## config.mk

```make
export PLATFORM = sky130hd
export DESIGN_NAME = regfile_wb_arbiter
export DESIGN_NICKNAME = d
export VERILOG_FILES = /design/src/rtl/regfile_pkg.sv /design/src/rtl/regfile_scoreboard.sv /design/src/rtl/regfile_wb_arbiter.sv
export SDC_FILE = /design/constraint.sdc
export NUM_CORES = 1
export LEC_CHECK = 0
export ABC_AREA = 1
export BUFFER_PORTS_ARGS = -buffer_cell sky130_fd_sc_hd__buf_2
export CAP_MARGIN = 20
export CORE_MARGIN = 3
export CORE_UTILIZATION = 50
export DETAILED_ROUTE_END_ITERATION = 8
export GPL_TIMING_DRIVEN = 1
export PLACE_DENSITY = 0.92
export SYNTH_ARGS = -nofsm -noshare
export SYNTH_HDL_FRONTEND = slang
export SYNTH_SLANG_ARGS = --single-unit
```

## constraint.sdc

```tcl
create_clock -name clk -period 1.8 [get_ports clk]
set_input_delay 0 -clock clk [delete_from_list [all_inputs] [get_ports clk]]
set_output_delay 0 -clock clk [all_outputs]
set_load 0.1 [all_outputs]
```

## src/rtl/regfile_pkg.sv

```systemverilog
// Shared types and constants for the register-bank writeback arbiter and its scoreboard.
// Optional forwarding path in the top level is enabled by defining REGFILE_BYPASS_EN.
package regfile_pkg;

    localparam int XLEN   = 32;
    localparam int NREG   = 32;
    localparam int REG_AW = 5;

    typedef struct packed {
        logic              valid;
        logic [REG_AW-1:0] rd;
        logic [XLEN-1:0]   data;
    } wb_req_t;

    typedef enum logic {
        SRC_ALU = 1'b0,
        SRC_LSU = 1'b1
    } wb_src_e;

    function automatic wb_req_t select_req(input wb_src_e src, input wb_req_t req_a, input wb_req_t req_b);
        return (src == SRC_ALU) ? req_a : req_b;
    endfunction

endpackage

```

## src/rtl/regfile_scoreboard.sv

```systemverilog
// Per-register busy bits for long-latency destinations; a set beats a clear of the same
// register on the same edge, and register 0 is never busy.
module regfile_scoreboard
    import regfile_pkg::*;
(
    input  logic              clk,
    input  logic              rst_n,
    input  logic              set_en,
    input  logic [REG_AW-1:0] set_rd,
    input  logic              clr_en,
    input  logic [REG_AW-1:0] clr_rd,
    input  logic [REG_AW-1:0] q_rs1,
    input  logic [REG_AW-1:0] q_rs2,
    input  logic [REG_AW-1:0] q_rd,
    output logic              busy_hit
);

    logic [NREG-1:0] busy;
    logic [NREG-1:0] busy_next;

    always_comb begin
        // NOTE: start from the held value so every path assigns busy_next and no latch is inferred.
        busy_next = busy;
        if (clr_en) begin
            busy_next[clr_rd] = 1'b0;
        end
        if (set_en) begin
            busy_next[set_rd] = 1'b1;
        end
        busy_next[0] = 1'b0;
    end

    // NOTE: the busy vector is a small flop array, so it is reset; a stale bit would stall decode forever.
    always_ff @(posedge clk or negedge rst_n) begin
        if (!rst_n) begin
            busy <= '0;
        end else begin
            busy <= busy_next;
        end
    end

    assign busy_hit = busy[q_rs1] | busy[q_rs2] | busy[q_rd];

endmodule

```

## src/rtl/regfile_wb_arbiter.sv

```systemverilog
// Round-robin arbiter between ALU and LSU writeback onto the single register-bank write port,
// with busy scoreboard for decode hazards. Define REGFILE_BYPASS_EN to enable the forwarding path.
module regfile_wb_arbiter
    import regfile_pkg::*;
(
    input  logic              clk,
    input  logic              rst_n,
    input  logic              a_valid,
    output logic              a_ready,
    input  logic [REG_AW-1:0] a_rd,
    input  logic [XLEN-1:0]   a_data,
    input  logic              b_valid,
    output logic              b_ready,
    input  logic [REG_AW-1:0] b_rd,
    input  logic [XLEN-1:0]   b_data,
    input  logic              sb_set,
    input  logic [REG_AW-1:0] sb_rd,
    input  logic [REG_AW-1:0] q_rs1,
    input  logic [REG_AW-1:0] q_rs2,
    input  logic [REG_AW-1:0] q_rd,
    output logic              hazard,
    output logic              wr_en,
    output logic [REG_AW-1:0] wr_rd,
    output logic [XLEN-1:0]   wr_data,
    output logic              fwd_rs1_hit,
    output logic              fwd_rs2_hit,
    output logic [XLEN-1:0]   fwd_rs1_data,
    output logic [XLEN-1:0]   fwd_rs2_data
);

    wb_req_t req_a;
    wb_req_t req_b;
    wb_req_t gnt_req;
    wb_src_e gnt_src;
    logic    prefer_a;
    logic    conflict;
    logic    gnt_write;
    logic    busy_hit;
    logic    inflight;

    assign req_a = '{valid: a_valid, rd: a_rd, data: a_data};
    assign req_b = '{valid: b_valid, rd: b_rd, data: b_data};

    assign a_ready  = !b_valid | prefer_a;
    assign b_ready  = !a_valid | !prefer_a;
    assign conflict = a_valid & b_valid;

    // Whenever A is not granted, B is either granted or idle, so gnt_req.valid is the grant.
    assign gnt_src   = (a_valid & a_ready) ? SRC_ALU : SRC_LSU;
    assign gnt_req   = select_req(gnt_src, req_a, req_b);
    assign gnt_write = gnt_req.valid & (gnt_req.rd != '0);

    // NOTE: sequential state uses non-blocking assignments so all flops update from pre-edge values.
    always_ff @(posedge clk or negedge rst_n) begin
        if (!rst_n) begin
            prefer_a <= 1'b0;
        end else if (conflict) begin
            prefer_a <= (gnt_src == SRC_LSU);
        end
    end

    always_ff @(posedge clk or negedge rst_n) begin
        if (!rst_n) begin
            wr_en   <= 1'b0;
            wr_rd   <= '0;
            wr_data <= '0;
        end else if (gnt_req.valid) begin
            wr_en   <= gnt_write;
            wr_rd   <= gnt_req.rd;
            wr_data <= gnt_req.data;
        end else begin
            wr_en   <= 1'b0;
        end
    end

    regfile_scoreboard u_scoreboard (
        .clk      (clk),
        .rst_n    (rst_n),
        .set_en   (sb_set & (sb_rd != '0)),
        .set_rd   (sb_rd),
        .clr_en   (gnt_write),
        .clr_rd   (gnt_req.rd),
        .q_rs1    (q_rs1),
        .q_rs2    (q_rs2),
        .q_rd     (q_rd),
        .busy_hit (busy_hit)
    );

`ifdef REGFILE_BYPASS_EN
    // Reads of the register being written are served by the bypass; only WAW must stall.
    assign fwd_rs1_hit  = wr_en & (wr_rd == q_rs1);
    assign fwd_rs2_hit  = wr_en & (wr_rd == q_rs2);
    assign fwd_rs1_data = wr_data;
    assign fwd_rs2_data = wr_data;
    assign inflight     = wr_en & (wr_rd == q_rd);
`else
    assign fwd_rs1_hit  = 1'b0;
    assign fwd_rs2_hit  = 1'b0;
    assign fwd_rs1_data = '0;
    assign fwd_rs2_data = '0;
    assign inflight     = wr_en & ((wr_rd == q_rs1) | (wr_rd == q_rs2) | (wr_rd == q_rd));
`endif

    assign hazard = busy_hit | inflight;

endmodule

```

Word-level counts from Yosys, hierarchy flattened
Index checks and enable logic that the tools add are counted.
{"block": "word_totals", "register_bits": 70, "latch_bits": 0, "mem_bits_rw": 0, "romBits": 0, "in_bits": 99, "out_inout_bits": 107, "elab_cells": 52, "n_memories": 0}
{"block": "op_classes", "addsub": 0, "n_mul": 0, "n_div": 0, "magnitude_cmp": 7, "eq_ne": 3, "n_shift": 0, "muxes": 15, "n_bitwise": 15, "n_reduce_logical": 7}
{"op": "two-way mux 32 bit", "count": 2}
{"op": "two-way mux 38 bit", "count": 1}
{"op": "AND 32 bit", "count": 1}
{"op": "NOT 32 bit", "count": 1}
{"op": "OR 32 bit", "count": 1}
{"op": "< comparator 5 x 6 -> 1 bit, second input constant", "count": 5}
{"op": "binary-select mux 1 bit (select 5 bit)", "count": 3}
{"op": "equality test 5 bit", "count": 3}
{"op": "demux 1 bit (select 5 bit)", "count": 2}
{"op": "greater-or-equal comparator 5 x 1 -> 1 bit, second input constant", "count": 2}
{"op": "nonzero test 5 bit", "count": 2}
{"op": "two-way mux 1 bit", "count": 7}
{"op": "OR 1 bit", "count": 7}
{"op": "AND 1 bit", "count": 5}
{"op": "logical NOT 1 bit", "count": 3}
{"op": "logical AND 1 bit", "count": 2}

Depth between registers and ports, before layout
{"block": "logic_depth", "word_depth": 13, "ltp_mapped": 12, "ltp_nobuf": 11}

By module
A second synthesis with hierarchy kept.
{"block": "hier_totals", "hier_cells": 727, "area_unflattened_um2": 4908.5}
{"module": "regfile_wb_arbiter", "instances": 1, "cells_per_inst": 360, "area_per_inst_um2": 2610.0, "seq_area_each_um2": 975.9}
{"module": "regfile_scoreboard", "instances": 1, "cells_per_inst": 367, "area_per_inst_um2": 2298.5, "seq_area_each_um2": 775.7}

Worst setup path before layout
No wires, ideal clock.
{"block": "synth_timing", "path_type": "flip-flop to output port", "from": "register wr_rd[4]", "to": "output port hazard", "arrival_time_ns": 2.321, "t_required_ns": 1.800, "slack_ns": -0.521, "path_stages_with_launch": 11, "path_buffers": 0, "path_cell_list": "dfrtp_1 > inv_1 > nand2_1 > nand2_1 > nor2_1 > nand3_1 > nand3_1 > nand2_1 > nand2_1 > nor2_1 > nand2_1"}
{"block": "synth_via", "elab_chain_cells": 5, "elab_cells_between_ends": 7, "cone_classes": "eq/ne: 3; bitwise: 4"}
{"item": "start, declared", "line": "regfile_wb_arbiter.sv:23", "source": "output logic [REG_AW-1:0] wr_rd,"}
{"item": "start signal, assigned", "line": "regfile_wb_arbiter.sv:69", "source": "wr_rd <= gnt_req.rd;"}
{"item": "equality test 5 bit", "line": "regfile_wb_arbiter.sv:101", "source": "assign inflight = wr_en & ((wr_rd == q_rs1) | (wr_rd == q_rs2) | (wr_rd == q_rd));"}
{"item": "OR 1 bit", "line": "regfile_wb_arbiter.sv:101"}
{"item": "OR 1 bit *", "line": "regfile_wb_arbiter.sv:101"}
{"item": "AND 1 bit *", "line": "regfile_wb_arbiter.sv:101"}
{"item": "OR 1 bit *", "line": "regfile_wb_arbiter.sv:104", "source": "assign hazard = busy_hit | inflight;"}
{"item": "end, declared", "line": "regfile_wb_arbiter.sv:21", "source": "output logic hazard,"}
Mark *: on every way between the ends. The rest lies on a longest branch, timed or not.

Worst setup path in the final report
{"block": "layout_timing", "from": "register prefer_a", "to": "register u_scoreboard.busy[20]"}
{"block": "layout_via", "elab_chain_cells": 12, "elab_cells_between_ends": 15, "cone_classes": "order compare: 2; mux: 5; bitwise: 6; reduce/logical: 2"}
{"item": "start, declared", "line": "regfile_wb_arbiter.sv:35", "source": "logic prefer_a;"}
{"item": "start signal, assigned", "line": "regfile_wb_arbiter.sv:58", "source": "prefer_a <= (gnt_src == SRC_LSU);"}
{"item": "OR 1 bit *", "line": "regfile_wb_arbiter.sv:44", "source": "assign a_ready = !b_valid | prefer_a;"}
{"item": "AND 1 bit *", "line": "regfile_wb_arbiter.sv:49", "source": "assign gnt_src = (a_valid & a_ready) ? SRC_ALU : SRC_LSU;"}
{"item": "two-way mux 38 bit *", "line": "regfile_pkg.sv:21", "source": "return (src == SRC_ALU) ? req_a : req_b;"}
{"item": "< comparator 5 x 6 -> 1 bit (not written as such) or greater-or-equal comparator 5 x 1 -> 1 bit (tied branches)", "line": "regfile_scoreboard.sv:25", "source": "busy_next[clr_rd] = 1'b0;"}
{"item": "logical AND 1 bit (not written as such)", "line": "regfile_scoreboard.sv:25"}
{"item": "two-way mux 1 bit (not written as such)", "line": "regfile_scoreboard.sv:25"}
{"item": "demux 1 bit (select 5 bit)"}
{"item": "NOT 32 bit (no source line)"}
{"item": "AND 32 bit (no source line)"}
{"item": "two-way mux 32 bit *", "line": "regfile_scoreboard.sv:24", "source": "if (clr_en) begin"}
{"item": "OR 32 bit (no source line)"}
{"item": "two-way mux 32 bit *", "line": "regfile_scoreboard.sv:27", "source": "if (set_en) begin"}
{"item": "net u_scoreboard.busy_next[20]", "line": "regfile_scoreboard.sv:19", "source": "logic [NREG-1:0] busy_next;"}
{"item": "end signal, assigned", "line": "regfile_scoreboard.sv:38", "source": "busy <= busy_next;"}
{"item": "end, declared", "line": "regfile_scoreboard.sv:18", "source": "logic [NREG-1:0] busy;"}
Mark *: on every way through the listed nets, which the timed path passes. The rest lies on a longest branch.
A chain may end at the register's enable or synchronous reset.

==> impl_metrics.env <==
export IMPL_fin_hold_ws_ns=0.00743
export IMPL_preCtsSetupSlack_ns=0.0567
export IMPL_die_h_um=107
export IMPL_cts_sinks=70
export IMPL_min_path_type="in2reg"
export IMPL_dr_pass1_iters=7
export IMPL_p_leak_nw=3.58
export IMPL_grt_max_degree=43
export IMPL_timing_hold_violations_final=0
export IMPL_peakVddDrop_mv=0.780
export IMPL_final_cells=1109
export IMPL_crit_path_frequent_cell="nand2_1"
export IMPL_synth_distinct_cells=34
export IMPL_drive_gt1_share_pct=24.8
export IMPL_crit_buf_inv=2
export IMPL_setup_violations=0
export IMPL_design_core_area_um2=9860
export IMPL_path_cells="inv_1 -> nand2_4 -> nand2_8 -> o21ai_2 -> inv_4 -> nor2_4 -> nand4_1 -> nand2_1 -> nand2_1"
export IMPL_clkLatencyLatePin_ns=0.36
export IMPL_synthCells=758
export IMPL_final_antenna_net_count=0
export IMPL_start_util_pct=51.9
export IMPL_period_share_pct=99.2
export IMPL_place_inst=1010
export IMPL_grt_pass1_vias=5944
export IMPL_syn_avg_cell_area_um2=6.76
export IMPL_rsz0062_at_grt="yes"
export IMPL_cp_max_fo=13
export IMPL_gp_congestion=0.996
export IMPL_intPower_w=0.00360
export IMPL_drtIter0Drc=671
export IMPL_antenna_found_initial=1
export IMPL_wl_per_cell_um=17.7
export IMPL_synth_ff_type="dfrtp_1"
export IMPL_grt_pass1_wl_mm=29.6
export IMPL_r2r_worst_path_cells=9
export IMPL_crit_slowest_cell="dfrtp_1"
export IMPL_worst_pin_slew_ns=0.620
export IMPL_postPlaceCellArea_um2=5720
export IMPL_crit_arrival_ns=2.02
export IMPL_required_ns=2.04
export IMPL_min_path_cells=3
export IMPL_fin_worst_skew_ns=0.00525
export IMPL_yosys_warnings=0
export IMPL_fin_crit_ns=1.79
export IMPL_fin_nets=1069
export IMPL_comb_power_share_pct=49.8
export IMPL_clockPowerShare_pct=19.9
export IMPL_dp_hpwl_mm=11.3
export IMPL_slowest_delay_ns=0.39
export IMPL_synth_edf_count=0
export IMPL_fp_row_count=36
export IMPL_drc_errors=0
export IMPL_reg2reg_slack_ns=0.01
export IMPL_area_delta_synth_final_pct=33.0
export IMPL_cp_top_family="simple AND/OR/NAND/NOR gates"
export IMPL_crit_path_end_kind="flop"
export IMPL_drv_slew=0
export IMPL_relSlewSlack_pct=58.6
export IMPL_grt_overflow_total=0
export IMPL_fin_util_pct=69.1
export IMPL_power_density_nw_per_um2=1070
export IMPL_async_flop_share_pct=100
export IMPL_clock_path_buffers=2
export IMPL_fmax_mhz=560
export IMPL_die_w_um=107
export IMPL_pwr_share_seq_pct=30.3
export IMPL_cts_tree="built"
export IMPL_clk_pin_slew_ns=0.08
export IMPL_maxCapViolCount=0
export IMPL_cts_buffers=9
export IMPL_grt_use_total_pct=32.8
export IMPL_dieArea_um2=11500
export IMPL_crit_cells=9
export IMPL_vias=6174
export IMPL_swShare_pct=50.9
export IMPL_synth_seq_area_share_pct=34.2
export IMPL_cts_max_level=3
export IMPL_status="completed"
export IMPL_vias_per_cell=5.57
export IMPL_wl_mm=19.6
export IMPL_ys_ff_latch=70
export IMPL_cts_root_buf="clkbuf_8"
export IMPL_io_buffers=139
export IMPL_final_area_um2=6810
export IMPL_p_switching_w=0.00373
export IMPL_ios=206
export IMPL_critical_path_class="reg2reg"
export IMPL_setup_slack_ns=0.0142
export IMPL_cp_start_kind="flop"
export IMPL_syn_cell_area_um2=5120
==> power by group through the flow <==
stage          combinational [W]  sequential (W)  clock [W]
2_1_floorplan            0.00189         0.00296          0
3_3_place_gp             0.00319         0.00218          0
3_5_place_dp             0.00324         0.00218          0
4_1_cts                  0.00338         0.00216    0.00143
5_1_grt                  0.00385         0.00225    0.00152
6_report                 0.00365         0.00222    0.00146
==> worst register-to-register path, cell delays in order, from the launching register on <==
cell     delay (ns)
dfrtp_1        0.39
inv_1          0.09
nand2_4        0.11
nand2_8        0.13
o21ai_2        0.33
inv_4          0.12
nor2_4         0.22
nand4_1        0.12
nand2_1        0.09
nand2_1        0.08
==> final timing paths <==
path / start / end
min: sb_set / u_scoreboard.busy[4]
max in group asynchronous: rst_n / wr_rd[1]
max: prefer_a / u_scoreboard.busy[20]
min reg2reg: wr_data[20] / wr_data[20]
min in group asynchronous: rst_n / u_scoreboard.busy[17]
max reg2reg: prefer_a / u_scoreboard.busy[20]
==> flip-flops by register name, indices dropped and copies added, names as in the netlist <==
signal	flops
wr_en	1
u_scoreboard.busy	31
wr_rd	5
wr_data	32
prefer_a	1
==> placed cells by master (no fill, tap or decap), types with 5 or more instances in the layout <==
master / n
nand2_1: 249
nand3_1: 148
buf_2: 137
dlygate4sd3_1: 73
conb_1: 66
dfrtp_1: 65
inv_1: 45
o21ai_1: 29
inv_2: 26
buf_4: 16
o21ai_0: 13
nor2_1: 10
clkbuf_8: 10
nand2_2: 8
nor3_1: 7
nor2_4: 7
nand4_1: 6
dfrtp_2: 5
==> cell type report <==
class,instances,area (um2)
sequential,70,1760
clock inverter,5,81.3
tap,133,166
timing repair buffer,231,1630
antenna,1,2.50
fill,735,3050
clock buffer,11,141
multi-input combinational,580,2740
inverter,78,300
==> synth_stat cells, types with 3 or more instances <==
library cell,instances,area share (%)
nand2_4,3,0.66
buf_2,13,1.3
o21ai_0,13,1.3
nor2_4,5,1.1
inv_1,69,5.1
nor3_1,7,0.68
nand2_2,4,0.49
nand3_1,151,15
inv_2,5,0.37
dfrtp_1,70,34
nand4_1,6,0.73
o21ai_4,4,1.3
xor2_1,4,0.68
nor2_1,13,0.95
xnor2_1,3,0.51
nand2_1,253,19
a21oi_1,3,0.29
buf_4,66,9.7
o21ai_1,31,3.0
clkbuf_1,11,0.81
o22ai_1,3,0.37
clkinv_1,4,0.29
==> through the flow <==
| stage | power (W) | TNS (ns) |
|---|---|---|
| 2_1_floorplan | 0.00485 | 0 |
| 3_3_place_gp | 0.00537 | 0 |
| 3_5_place_dp | 0.00542 | 0 |
| 4_1_cts | 0.00697 | 0 |
| 5_1_grt | 0.00762 | -0.594 |
| 6_report | 0.00732 | 0 |
==> cells by family (layout without fill, tap and decap cells) <==
group	count (synthesis)	after routing	synth area share (%)
other	1	67	0.0732
AND/OR/NAND/NOR	450	450	39.6
buffers and inverters	173	325	18.3
flip-flops	70	70	34.2
AO/OA/AOI/OAI	57	57	6.64
XOR/XNOR	7	7	1.20
==> timing repair <==
action                     in CTS  in global routing
setup endpoints to repair       0                 67
hold buffers                   73                  0
resized for setup               0                 42
hold endpoints to repair      110                  0
buffers inserted                0                  9
==> per-layer routing <==
| metal | wire length, um | up-vias | global-route usage (%) |
|---|---|---|---|
| met2 | 9270 | 504 | 55.3 |
| met4 | 1330 | 0 | 18.3 |
| met3 | 2140 | 143 | 7.95 |
| met1 | 6870 | 2803 | 38.1 |
| li1 | - | 2724 | - |
| met5 | 0 | - | 0 |
No activity file was read; power rests on OpenSTA's default activity.
